==> src/rtl/if_fetch_unit.sv <==
// Instruction-fetch stage: drives a 1-cycle-latency ROM, presents PC/instr to IF/ID.
// A one-entry hold buffer keeps the visible instruction stable across stalls.
module if_fetch_unit (
  input  logic        clk,
  input  logic        rstn,
  input  logic        stall,
  input  logic        branch_taken,
  input  logic [7:0]  branch_target,
  output logic        imem_en,
  output logic [7:0]  imem_addr,
  input  logic [19:0] imem_rdata,
  output logic [7:0]  pc_out,
  output logic [19:0] instr_out,
  output logic        valid_out
);

  typedef enum logic [1:0] {
    BOOT = 2'd0,
    RUN  = 2'd1,
    HOLD = 2'd2
  } state_e;

  state_e      state_q, state_d;
  logic [7:0]  fpc_q, fpc_d;
  logic [7:0]  opc_q, opc_d;
  logic [19:0] hold_q, hold_d;

  always_ff @(posedge clk or negedge rstn) begin
    if (!rstn) begin
      state_q <= BOOT;
      fpc_q   <= 8'h00;
      opc_q   <= 8'h00;
      hold_q  <= 20'h0;
    end else begin
      state_q <= state_d;
      fpc_q   <= fpc_d;
      opc_q   <= opc_d;
      hold_q  <= hold_d;
    end
  end

  // Every enabled ROM read is a fetch; branch overrides stall.
  always_comb begin
    imem_addr = branch_taken ? branch_target : fpc_q;
    imem_en   = branch_taken | ~stall;
    fpc_d     = fpc_q;
    opc_d     = opc_q;
    hold_d    = hold_q;
    if (imem_en) begin
      opc_d = imem_addr;
      fpc_d = imem_addr + 8'd1;
    end
    if (branch_taken)
      hold_d = 20'h0;
    else if (state_q == RUN && stall)
      hold_d = imem_rdata;
  end

  always_comb begin
    state_d = state_q;
    if (branch_taken) begin
      state_d = RUN;
    end else begin
      case (state_q)
        BOOT:    state_d = stall ? BOOT : RUN;
        RUN:     state_d = stall ? HOLD : RUN;
        HOLD:    state_d = stall ? HOLD : RUN;
        default: state_d = BOOT;
      endcase
    end
  end

  always_comb begin
    pc_out    = opc_q;
    instr_out = 20'h0;
    valid_out = 1'b0;
    if (!branch_taken) begin
      case (state_q)
        RUN: begin
          instr_out = imem_rdata;
          valid_out = 1'b1;
        end
        HOLD: begin
          instr_out = hold_q;
          valid_out = 1'b1;
        end
        default: begin
          instr_out = 20'h0;
          valid_out = 1'b0;
        end
      endcase
    end
  end

endmodule
==> config.mk <==
export PLATFORM = sky130hd
export DESIGN_NAME = if_fetch_unit
export DESIGN_NICKNAME = d
export VERILOG_FILES = /design/src/rtl/if_fetch_unit.sv
export SDC_FILE = /design/constraint.sdc
export NUM_CORES = 1
export LEC_CHECK = 0
export BUFFER_PORTS_ARGS = -buffer_cell sky130_fd_sc_hd__buf_4
export CAP_MARGIN = 15
export CORE_MARGIN = 2
export CORE_UTILIZATION = 42
export DETAILED_ROUTE_END_ITERATION = 7
export PLACE_DENSITY = 0.7
export SYNTH_ARGS = -nofsm -noshare
export SYNTH_HDL_FRONTEND = slang
export SYNTH_SLANG_ARGS = --single-unit
export TNS_END_PERCENT = 20
==> constraint.sdc <==
create_clock -name clk -period 1.55 [get_ports clk]
set_input_delay 0.31 -clock clk [delete_from_list [all_inputs] [get_ports clk]]
set_output_delay 0.31 -clock clk [all_outputs]
set_load 0.005 [all_outputs]
==> results.md <==
- Status: finished, violations left
- Violated checks: negative setup slack
- Vias: 1927
- Starting utilization of the core area: 43.58%
- Hold_sp: stall
- R2r setup slk: 0.06 ns
- DR vias/cell: 5.005
- Final hold viol count: 0
- Synth warn: 0
- Fin Hold WS: 0.2381 ns
- Post-synthesis compound-gate area fraction: 17.51%
- Hpwl dp: 3.634 mm
- Post-layout min period: 1.806 ns
- Mux cell area share after synthesis: 4.742%
- Grt ovf: 0
- Clock root buffer: clkbuf_8
- Endpoint type of the worst setup path: output pin
- Startpoint Class: flop
- GRT Overall Usage: 20.15%
- Synth Cell Area: 2058 um2
- Initial antenna violation count: 0
- Highest clock rate: 0.5538 GHz
- Crit-path max cell delay: 0.39 ns
- RePlAce Congestion: 0.8073
- Cells after synthesis: 240
- Layout cell share with drive strength beyond 1: 38.99%
- DR WL/cell: 13.68 um
- Cts bufs inserted: 5
- First-pass GRT wire length: 8.562 mm
- Library cells used by synthesis: 29
- Largest net degree at the start of global routing: 39
- Power Dens Cells: 933.1 nW/um2
- Worst setup margin: -0.2558 ns
- Data arrival, critical path: 1.50 ns
- Worst path required time: 1.24 ns
- Critical path type: flop to output pin
- Synth Area in XOR/XNOR: 2.553%
- ANT nets after route: 0
- Top-count cell post-synth: nand2_1
- H-Tree Level Count: 2
- Worst Max-Slew Pin Slew: 0.4815 ns
- Max Cap Viol: 0
- Syn Nets: 277
- Clk pin slew, worst setup/hold paths: 0.07 ns
- Period utilization: 116.5%
- Final net count: 356
- Largest family of logic cells by synthesized area: simple AND/OR/NAND/NOR gates
- Ant. Diodes: 0
- Reg2Reg Depth: 7
- Mapped Avg Cell Area: 8.576 um2
- Area grow syn2layout: 45.05%
- Top FF cell, synth: dfrtp_1
- Critical path's top delay family: flip-flops
- Ranking of synthesized cells by area: dfrtp_1 46%, nand2_1 9.7%, a22oi_1 7.7%, a21oi_1 7.1%, nor2_1 5.7%
- Synth top area share: 46.20%
- I/O pin count: 70
- Worst Hold Depth: 2
- Sequential area share after synthesis: 46.20%
- Vias in the first global route: 1922
- Worst Hold Path EP: state_q[0]
- Layout Skew: 0.003889 ns
- Largest area contributor in the netlist: dfrtp_1
- Die X: 74.01 um
- Full die area: 5477 um2
- Leak: 0.001395 uW
- DRC violations left: 0
- Crit path max fanout: 21
- CTS max path bufs: 2
- Clk sinks: 38
- Fraction of registers with async set/reset: 100.0%
- Flip-flop and latch count after synthesis: 38
- Port-buffer cells: 69
- Slowest CP cell: dfrtp_1
- Critical R2R Capture: hold_q[0]
- Worst r2r src: state_q[1]
- Post-route insts no fill: 385
- Slew HR: 67.90%
- DRT iter0 DRCs: 99
- RSZ-0062 raised after global routing: true
- Crit-path cells: inv_2, ha_4, nand2_4, buf_12, nor2_2, buf_4
- DIE HEIGHT: 74.01 um
- EDFF count, synth: 0
- Top post-synthesis cells by count: 53 x nand2_1, 38 x dfrtp_1, 31 x nor2_1
- CTS tree: done
- Adder-cell share of the synthesized area: 3.040%
- Simple-gate share of the synthesized area: 19.94%
- WP buf/inv: 3
- Worst skew pair latency: 0.29 ns
- Placed cells: 376
- Hold WC Path Type: input port to flop
- Final setup violation count: 21
- Drt total wl: 5.267 mm
- Std-Cell Rows: 25
- Core Footprint: 4723 um2
- 1st-pass router iterations: 4
- Max-slew violations: 0
- VDD IR max: 0.6106 mV
-- kinds of logic after synthesis --
logic type,count (synthesis)
AOI/OAI and AO/OA,57
DFF,38
muxes,9
adders and majority gates,5
xor gates and xnor gates,6
buffers and inverters,29
and+or+nand+nor,96
-- metal layers --
| metal | vias to the layer above | part of all wire, % | global-route usage (%) |
|---|---|---|---|
| li1 | 956 | - | - |
| met1 | 897 | 42 | 24.70 |
| met2 | 67 | 50 | 35.32 |
| met3 | 7 | 6.2 | 3.523 |
| met4 | 0 | 1.3 | 7.879 |
| met5 | - | 0 | 0 |
-- metrics by stage --
stage	worst slack [ns]	utilization, %	setup TNS, ns	power [uW]	area (um2)
2_1_floorplan	-0.08532	-	-0.1639	1625	2096
3_3_place_gp	-0.02704	59.13	-0.05337	2048	2793
3_5_place_dp	-0.05481	59.13	-0.4894	2072	2793
4_1_cts	-0.2447	62.38	-4.712	2784	2947
5_1_grt	-0.3304	63.21	-6.570	2945	2985
6_report	-0.2558	63.21	-4.817	2786	2985
-- state kept, by name, summed over array words and instances (netlist names) --
signal,cells
pc_out,8
fpc_q,8
hold_q,20
state_q,2
-- power breakdown --
group | total (uW) | switching [uW] | internal (uW)
registers | 1210 | 101 | 1110
logic | 902 | 419 | 483
clock network | 671 | 328 | 343
-- repair_timing --
item | 4_1_cts | 5_1_grt
hold buffers | 1 | 0
endpoints found under the hold margin | 30 | 0
resized for setup | 13 | 12
endpoints found under the setup margin | 22 | 40
setup buffers | 2 | 0
-- cell usage in the layout (no fill, tap or decap), types with 2 or more instances in the layout --
master / n
xnor2_1: 6
buf_4: 81
dfrtp_1: 38
nand2_1: 51
o21ai_0: 2
nor2_1: 24
inv_1: 8
a21oi_1: 29
buf_6: 2
ha_4: 2
buf_12: 5
nand3b_1: 2
mux2_4: 2
inv_2: 3
mux2i_1: 2
nand3_1: 3
nand4_1: 2
a22oi_2: 3
clkbuf_8: 6
a22oi_1: 18
mux2i_2: 4
nor2_2: 6
ha_2: 2
-- worst max-delay path by stage --
stage	startpoint	endpoint	slack (ns)	depth (start not counted)
floorplan	branch_taken	fpc_q[6]	-0.09	8
global placement	branch_taken	fpc_q[6]	-0.03	7
detailed placement	branch_taken	fpc_q[6]	-0.05	6
CTS	state_q[0]	instr_out[1]	-0.24	6
global route	state_q[1]	instr_out[16]	-0.33	6
finish	state_q[0]	instr_out[16]	-0.26	6
-- final cells by class --
class,instances,area [um2]
multi-input combinational,173,1080
clock buffer,6,82.58
tap,67,83.83
sequential,38,950.9
inverter,12,47.55
fill,425,1738
timing repair buffer,89,740.7
Power figures use the tool's default switching activity.
